File: config.mk
export PLATFORM = sky130hd
export DESIGN_NAME = hpi_access_ctrl
export DESIGN_NICKNAME = d
export VERILOG_FILES = /design/src/rtl/hpi_access_ctrl.sv
export SDC_FILE = /design/constraint.sdc
export NUM_CORES = 1
export LEC_CHECK = 0
export ABC_AREA = 1
export BUFFER_PORTS_ARGS = -buffer_cell sky130_fd_sc_hd__clkbuf_2
export CAP_MARGIN = 40
export CORE_MARGIN = 2
export CORE_UTILIZATION = 56
export CTS_CLUSTER_DIAMETER = 50
export CTS_CLUSTER_SIZE = 10
export DETAILED_ROUTE_END_ITERATION = 8
export PLACE_DENSITY_LB_ADDON = 0.3
export SETUP_SLACK_MARGIN = 0.15
export SYNTH_ARGS = -nofsm -noshare
export SYNTH_HDL_FRONTEND = slang
export SYNTH_SLANG_ARGS = --single-unit
File: constraint.sdc
create_clock -name clk -period 3 [get_ports clk]
set_input_delay 0.6 -clock clk [delete_from_list [all_inputs] [get_ports clk]]
set_output_delay 0.6 -clock clk [all_outputs]
set_load 0.01 [all_outputs]
File: src/rtl/hpi_access_ctrl.sv
// Avalon-MM slave to CY7C67200 HPI bridge: paced setup/strobe/hold bus cycles and an OTG reset pulse.
// Optional macro HPI_IRQ_SYNC_EN: route OTG_INT through a 2-flop synchronizer before irq.
module hpi_access_ctrl #(
    parameter int SETUP_CYC  = 2,
    parameter int STROBE_CYC = 4,
    parameter int HOLD_CYC   = 2,
    parameter int RST_CYC    = 1000
) (
    input  logic        clk,
    input  logic        reset_n,
    input  logic [1:0]  avs_address,
    input  logic        avs_read,
    input  logic        avs_write,
    input  logic [15:0] avs_writedata,
    output logic [15:0] avs_readdata,
    output logic        avs_waitrequest,
    output logic        irq,
    output logic [1:0]  OTG_ADDR,
    output logic        OTG_CS_N,
    output logic        OTG_RD_N,
    output logic        OTG_WR_N,
    output logic        OTG_RST_N,
    output logic [15:0] OTG_DATA_out,
    output logic        OTG_DATA_oe,
    input  logic [15:0] OTG_DATA_in,
    input  logic        OTG_INT
);

    typedef enum logic [2:0] {RSTP, IDLE, SETUP, STROBE, HOLD, DONE} state_t;

    localparam logic [15:0] SETUP_LD  = 16'(SETUP_CYC);
    localparam logic [15:0] STROBE_LD = 16'(STROBE_CYC);
    localparam logic [15:0] HOLD_LD   = 16'(HOLD_CYC);
    localparam logic [15:0] RST_LD    = 16'(RST_CYC);

    state_t      state_reg, state_next;
    logic [15:0] cnt_reg, cnt_next;
    logic        wr_reg, wr_next;
    logic [1:0]  addr_reg, addr_next;
    logic [15:0] dout_reg, dout_next;
    logic [15:0] rdata_reg, rdata_next;
    logic        cs_n_reg, cs_n_next;
    logic        rd_n_reg, rd_n_next;
    logic        wr_n_reg, wr_n_next;
    logic        rst_n_reg, rst_n_next;
    logic        oe_reg, oe_next;

    always_ff @(posedge clk or negedge reset_n) begin
        if (!reset_n) begin
            state_reg <= RSTP;
            cnt_reg   <= RST_LD;
            wr_reg    <= 1'b0;
            addr_reg  <= 2'd0;
            dout_reg  <= 16'd0;
            rdata_reg <= 16'd0;
            cs_n_reg  <= 1'b1;
            rd_n_reg  <= 1'b1;
            wr_n_reg  <= 1'b1;
            rst_n_reg <= 1'b0;
            oe_reg    <= 1'b0;
        end else begin
            state_reg <= state_next;
            cnt_reg   <= cnt_next;
            wr_reg    <= wr_next;
            addr_reg  <= addr_next;
            dout_reg  <= dout_next;
            rdata_reg <= rdata_next;
            cs_n_reg  <= cs_n_next;
            rd_n_reg  <= rd_n_next;
            wr_n_reg  <= wr_n_next;
            rst_n_reg <= rst_n_next;
            oe_reg    <= oe_next;
        end
    end

    // Each timed phase loads its length and exits on the clock where the count reaches 1.
    always_comb begin
        state_next = state_reg;
        cnt_next   = cnt_reg;
        wr_next    = wr_reg;
        addr_next  = addr_reg;
        dout_next  = dout_reg;
        rdata_next = rdata_reg;
        cs_n_next  = cs_n_reg;
        rd_n_next  = rd_n_reg;
        wr_n_next  = wr_n_reg;
        rst_n_next = rst_n_reg;
        oe_next    = oe_reg;
        case (state_reg)
            RSTP: begin
                if (cnt_reg <= 16'd1) begin
                    state_next = IDLE;
                    rst_n_next = 1'b1;
                end else begin
                    cnt_next = cnt_reg - 16'd1;
                end
            end
            IDLE: begin
                if (avs_write || avs_read) begin
                    wr_next    = avs_write;
                    addr_next  = avs_address;
                    if (avs_write) begin
                        dout_next = avs_writedata;
                    end
                    cs_n_next  = 1'b0;
                    oe_next    = avs_write;
                    cnt_next   = SETUP_LD;
                    state_next = SETUP;
                end
            end
            SETUP: begin
                if (cnt_reg <= 16'd1) begin
                    state_next = STROBE;
                    cnt_next   = STROBE_LD;
                    if (wr_reg) begin
                        wr_n_next = 1'b0;
                    end else begin
                        rd_n_next = 1'b0;
                    end
                end else begin
                    cnt_next = cnt_reg - 16'd1;
                end
            end
            STROBE: begin
                if (cnt_reg <= 16'd1) begin
                    state_next = HOLD;
                    cnt_next   = HOLD_LD;
                    wr_n_next  = 1'b1;
                    rd_n_next  = 1'b1;
                    // Pad data is captured while RD_N is still low.
                    if (!wr_reg) begin
                        rdata_next = OTG_DATA_in;
                    end
                end else begin
                    cnt_next = cnt_reg - 16'd1;
                end
            end
            HOLD: begin
                if (cnt_reg <= 16'd1) begin
                    state_next = DONE;
                    cs_n_next  = 1'b1;
                    oe_next    = 1'b0;
                end else begin
                    cnt_next = cnt_reg - 16'd1;
                end
            end
            DONE: begin
                state_next = IDLE;
            end
            default: begin
                state_next = RSTP;
            end
        endcase
    end

    assign avs_waitrequest = (avs_read | avs_write) && (state_reg != DONE);
    assign avs_readdata    = rdata_reg;
    assign OTG_ADDR        = addr_reg;
    assign OTG_CS_N        = cs_n_reg;
    assign OTG_RD_N        = rd_n_reg;
    assign OTG_WR_N        = wr_n_reg;
    assign OTG_RST_N       = rst_n_reg;
    assign OTG_DATA_out    = dout_reg;
    assign OTG_DATA_oe     = oe_reg;

`ifdef HPI_IRQ_SYNC_EN
    logic [1:0] irq_sync_reg;

    always_ff @(posedge clk or negedge reset_n) begin
        if (!reset_n) begin
            irq_sync_reg <= 2'b00;
        end else begin
            irq_sync_reg <= {irq_sync_reg[0], OTG_INT};
        end
    end

    assign irq = irq_sync_reg[1];
`else
    // Unsynchronized pass-through, still forced low while reset is held.
    assign irq = OTG_INT & reset_n;
`endif

endmodule

# After elaboration in Yosys (flattened, before gate mapping)
# Index checks and enable logic that the tools add are counted.
[totals]
regBits = 59
inputBits = 39
output_inout_bits = 41
elab_cells = 69
[op_classes]
n_addsub = 1
order_cmp = 1
n_eq_ne = 14
muxes = 23
bitwise_logic = 3
n_reduce_logical = 16
[ops]
columns = ["cell", "n"]
rows = [
  ["$mux 16", 4],
  ["$pmux 16 s4", 1],
  ["$pmux 3 s6", 1],
  ["$le 16x1->1 const B", 1],
  ["$ne 2x2->1 const B", 8],
  ["$sub 16x1->16 const B", 1],
  ["$mux 3", 5],
  ["$reduce_and 3->1", 4],
  ["$mux 1", 8],
  ["$pmux 1 s2", 4],
  ["$reduce_and 4->1", 2],
  ["$eq 3x2->1 const B", 2],
  ["$eq 3x3->1 const B", 2],
  ["$reduce_and 5->1", 1],
  ["$reduce_and 2->1", 2],
  ["$reduce_bool 2->1", 2],
  ["$reduce_bool 4->1", 1],
  ["$eq 3x1->1 const B", 1],
  ["$logic_not 3->1", 1],
  ["$ne 3x3->1 const B", 1],
  ["$reduce_or 2->1", 1],
  ["$and 1x1->1", 1],
  ["$logic_and 1x1->1", 1],
  ["$logic_or 1x1->1", 1],
  ["other kinds (2)", 2],
]

# Longest topological paths before layout
[logic_depth]
depth_word = 4
ltp_mapped = 14
mapped_depth_nobuf = 13

# Worst setup path after synthesis
# OpenSTA, ideal clock, no wires.
[synth_timing]
path_type = "reg-to-reg"
from = "register cnt_reg[0]"
to = "register rdata_reg[10] (netlist: avs_readdata[10])"
setup_ns = 0.117
arrival_ns = 1.546
t_required_ns = 2.883
slack_ns = 1.337
stages_incl_launch_ff = 13
path_buffers = 1
period_less_slack_ns = 1.663
cell_sequence = "dfrtp_1 > inv_1 > ha_1 > inv_1 > nand2_1 > nand2_1 > nor2_2 > nand2_2 > nor2_8 > nand2_4 > buf_6 > nand2_1 > nand2_1"
[synth_via]
elab_chain_cells = 2
[synth_rtl]
columns = ["item", "line", "text"]
rows = [
  ["start, declared", "37", "logic [15:0] cnt_reg, cnt_next;"],
  ["start signal, assigned", "63", "cnt_reg <= cnt_next;"],
  ["$le 16x1->1", "125", "if (cnt_reg <= 16'd1) begin"],
  ["$reduce_and 3->1 (no source line)", "n/a", ""],
  ["end signal, assigned", "67", "rdata_reg <= rdata_next;"],
  ["end, declared", "41", "logic [15:0] rdata_reg, rdata_next;"],
]
# Every way passes these cells.
# A chain may end at the register's enable or synchronous reset.

# Final worst setup path
[layout_timing]
from = "register state_reg[0]"
to = "output port avs_waitrequest"
[layout_via]
elab_chain_cells = 2
[layout_rtl]
columns = ["item", "line", "text"]
rows = [
  ["start, declared", "36", "state_t state_reg, state_next;"],
  ["start signal, assigned", "62", "state_reg <= state_next;"],
  ["$ne 3x3->1", "156", "assign avs_waitrequest = (avs_read | avs_write) && (state_reg != DONE);"],
  ["$logic_and 1x1->1", "156", ""],
  ["end, declared", "16", "output logic avs_waitrequest,"],
]
# Every way passes these cells.

==> flow_summary_export.csv <==
group,metric,value,unit
outcome,outcome,"finished clean",
worst_hold_path,worst_hold_path_type,"in -> async",
clock_network,clock_tree.htree_level_count,3,
sta,maxSlewHeadroom,0.536,
clock_network,worst_skew_pair.late_latency,0.33,ns
place,place.detailed.hpwl,4270,um
sta,final_critical_path_setup_slack,1.06,ns
floorplan,dieArea,5790,um^2
finish,finish.net_count,457,
synth,yosys-top-cells-area,"sky130_fd_sc_hd__dfrtp_1 43%, sky130_fd_sc_hd__nand2_1 12%, sky130_fd_sc_hd__dfstp_2 8.1%",
floorplan,die_h,76.1,um
floorplan,initial_cell_density_of_the_core,0.574,
synth,synth_top_cell_area_share,0.430,
sta,worst_clock_skew,0.00922,ns
finish,layout.cell_area.non_filler,3540,um^2
synth,yosysSeqAreaShare,0.511,
worst_setup_path,crit_path_end_kind,"output port",
worst_setup_path,timing.reg2reg.setup_slack,1.09,ns
clock_network,tritoncts,"built",
floorplan,floorplan.core_area,5070,um^2
synth,postSynthRegisterBits,59,
worst_setup_path,reg2reg_from,"cnt_reg[0]",
grt,gr-usage-met3,0.0687,
synth,netlist_instances,332,
power,power.leakage,1.90,nW
detailed_routing,drc_violations_left,0,
clock_network,tritoncts.num_buffers,9,
synth,mappedNetlistArea,2910,um^2
clock_network,hold_bufs_inserted_after_cts,0,
power,power_share_of_the_combinational_group,0.034,
place,preCtsSetupSlack,1.08,ns
power,internal_power,1.29,mW
sta,finalSetupTns,0,ns
clock_network,ctsResizeCount,0,
sta,setup_viol,0,
place,post_dp_cell_area,3340,um^2
sta,setup_repair_after_global_routing_missed_its_margin,"false",
sta,final_min_period_over_clock_period,0.648,
synth,mean_cell_area_of_the_mapped_netlist,8.77,um^2
power,power_frac_clock,0.473,
worst_setup_path,regToRegEndpoint,"avs_readdata[0]",
clock_network,cts_post_setup_buffers_inserted,0,
power,power_spent_charging_and_discharging_nets,0.337,mW
sta,min_period,1.94,ns
grt,grt_util_met2,0.378,
synth,post-synth-top-count-cell,"sky130_fd_sc_hd__nand2_1",
place,buffer_ports.inserted,79,
grt,grt_pass1_wl,10700,um
clock_network,clock_sinks,59,
power,power.switching_fraction,0.208,
synth,synthesis.nets,373,
grt,initial_antenna_violation_count,0,
detailed_routing,detail_routed_via_count_per_cell,4.90,
power,power_frac_seq,0.493,
place,last_weighted_congestion_value_of_the_routability_driven_placer,0.867,
clock_network,clock_transition_at_path_regs,0.07,ns
worst_setup_path,critPathLaunchType,"flip-flop",
worst_setup_path,signal_arrival_time_at_the_worst_endpoint,1.34,ns
grt,busiest_layer,"met2",
detailed_routing,first_pass_iters,4,
detailed_routing,wire_per_inst,12.0,um
sta,worst_hold_slack,0.0894,ns
detailed_routing,final_antenna_net_count,0,
floorplan,ios,80,
grt,grt_usage,0.230,
clock_network,cts-root-to-sink-buffers,2,
synth,synth_edf_count,0,
sta,finalHoldViolations,0,
clock_network,cts-root-buf,"sky130_fd_sc_hd__clkbuf_8",
synth,synth_top_cell_by_area,"sky130_fd_sc_hd__dfrtp_1",
synth,synth-main-ff-cell,"sky130_fd_sc_hd__dfrtp_1",
synth,yosys_warnings,0,
finish,antennaDiodeCount,0,
worst_setup_path,cp.required,2.40,ns
sta,achievable-frequency,0.515,GHz
grt,grt_start_max_net_pins,58,
detailed_routing,drt_first_iter_violations,119,
floorplan,die_x,76.1,um
worst_setup_path,criticalPathCategory,"reg -> out",
synth,synth-async-reset-ratio,1.00,
floorplan,floorplan.rows,26,
detailed_routing,num_vias,2404,
synth,synth.distinct_cells,31,
detailed_routing,route.final.wire_length,5910,um
worst_setup_path,path_max_fanout,8,
worst_setup_path,ff2ff_path_depth,11,
synth,netlist_top_cells_count,"91 x sky130_fd_sc_hd__nand2_1, 50 x sky130_fd_sc_hd__dfrtp_1, 35 x sky130_fd_sc_hd__inv_1, 35 x sky130_fd_sc_hd__nor2_1, 23 x sky130_fd_sc_hd__nand3_1",
grt,overflow,0,
sta,timing.final.max_slew_violations,0,
sta,slew_at_the_pin_with_the_worst_max_slew_slack,0.695,ns
power,power.ir.vdd_worst,0.308,mV
job,drv_cap,0,
finish,utilization,0.698,
power,p_per_area,458,nW/um^2
grt,first_global_vias,2472,
grt,use_met1,0.294,
finish,post_route_cells_drive_above_1_share,0.330,
finish,area_growth,21.7,%
placed cells by master (no fill, tap or decap), drive strengths merged, types with 2 or more instances in the layout:
cell,synthesis,layout
o21bai,6,6
nor3,7,7
nand2,100,100
inv,39,39
nor2,43,43
dfrtp,50,50
clkinv,1,3
a21oi,4,4
clkbuf,1,90
ha,2,2
bufinv,0,2
nand4,3,3
nand3,24,24
o21ai,17,17
dfstp,9,9
mux2,16,16
metrics by stage:
step | power [mW] | cells
2_1_floorplan | 0.826 | 332
3_3_place_gp | 0.872 | 475
3_5_place_dp | 0.873 | 475
4_1_cts | 1.64 | 491
5_1_grt | 1.69 | 491
6_report | 1.63 | 491
critical path: stages (launching register included):
cell and delay (ns):
sky130_fd_sc_hd__dfrtp_1 0.53, sky130_fd_sc_hd__inv_1 0.07, sky130_fd_sc_hd__o32ai_1 0.23, sky130_fd_sc_hd__inv_1 0.06
sky130_fd_sc_hd__clkbuf_2 0.13
logic make-up after synthesis:
| group | share of synthesized area |
|---|---|
| and+or+nand+nor | 0.276 |
| DFF | 0.511 |
| buffers and inverters | 0.0747 |
| AOI/OAI and AO/OA | 0.0649 |
| muxes | 0.0619 |
| adders and majority gates | 0.00859 |
| xor gates and xnor gates | 0.00301 |
worst max-delay path by stage:
stage	startpoint	endpoint	cells after the start
final	state_reg[0]	avs_waitrequest	4
after global routing	cnt_reg[0]	avs_readdata[15]	11
after CTS	state_reg[0]	avs_waitrequest	4
after detailed placement	cnt_reg[0]	avs_readdata[0]	11
after global placement	cnt_reg[0]	avs_readdata[9]	11
after floorplan	cnt_reg[0]	avs_readdata[10]	12
final cells by class:
type                            instances  area (um^2)
Fill cell                             409         1530
Sequential cell                        59         1490
Multi-Input combinational cell        226         1210
Timing Repair Buffer                   80          403
Inverter                               40          150
Clock buffer                           11          131
Tap cell                               70         87.6
Clock inverter                          5         77.6
power by group through the flow:
| stage | Clock, mW | Combinational [mW] | Sequential (mW) |
|---|---|---|---|
| 2_1_floorplan | 0 | 0.00874 | 0.817 |
| 3_3_place_gp | 0 | 0.0562 | 0.816 |
| 3_5_place_dp | 0 | 0.0571 | 0.816 |
| 4_1_cts | 0.781 | 0.0573 | 0.802 |
| 5_1_grt | 0.820 | 0.0640 | 0.802 |
| 6_report | 0.768 | 0.0554 | 0.802 |
routing by layer:
layer | vias up | part of all wire
met1 | 1118 | 0.44
met3 | 6 | 0.063
met4 | 0 | 0.011
met2 | 65 | 0.48
met5 | - | 0
li1 | 1215 | -
No activity file was read; power rests on OpenSTA's default activity.
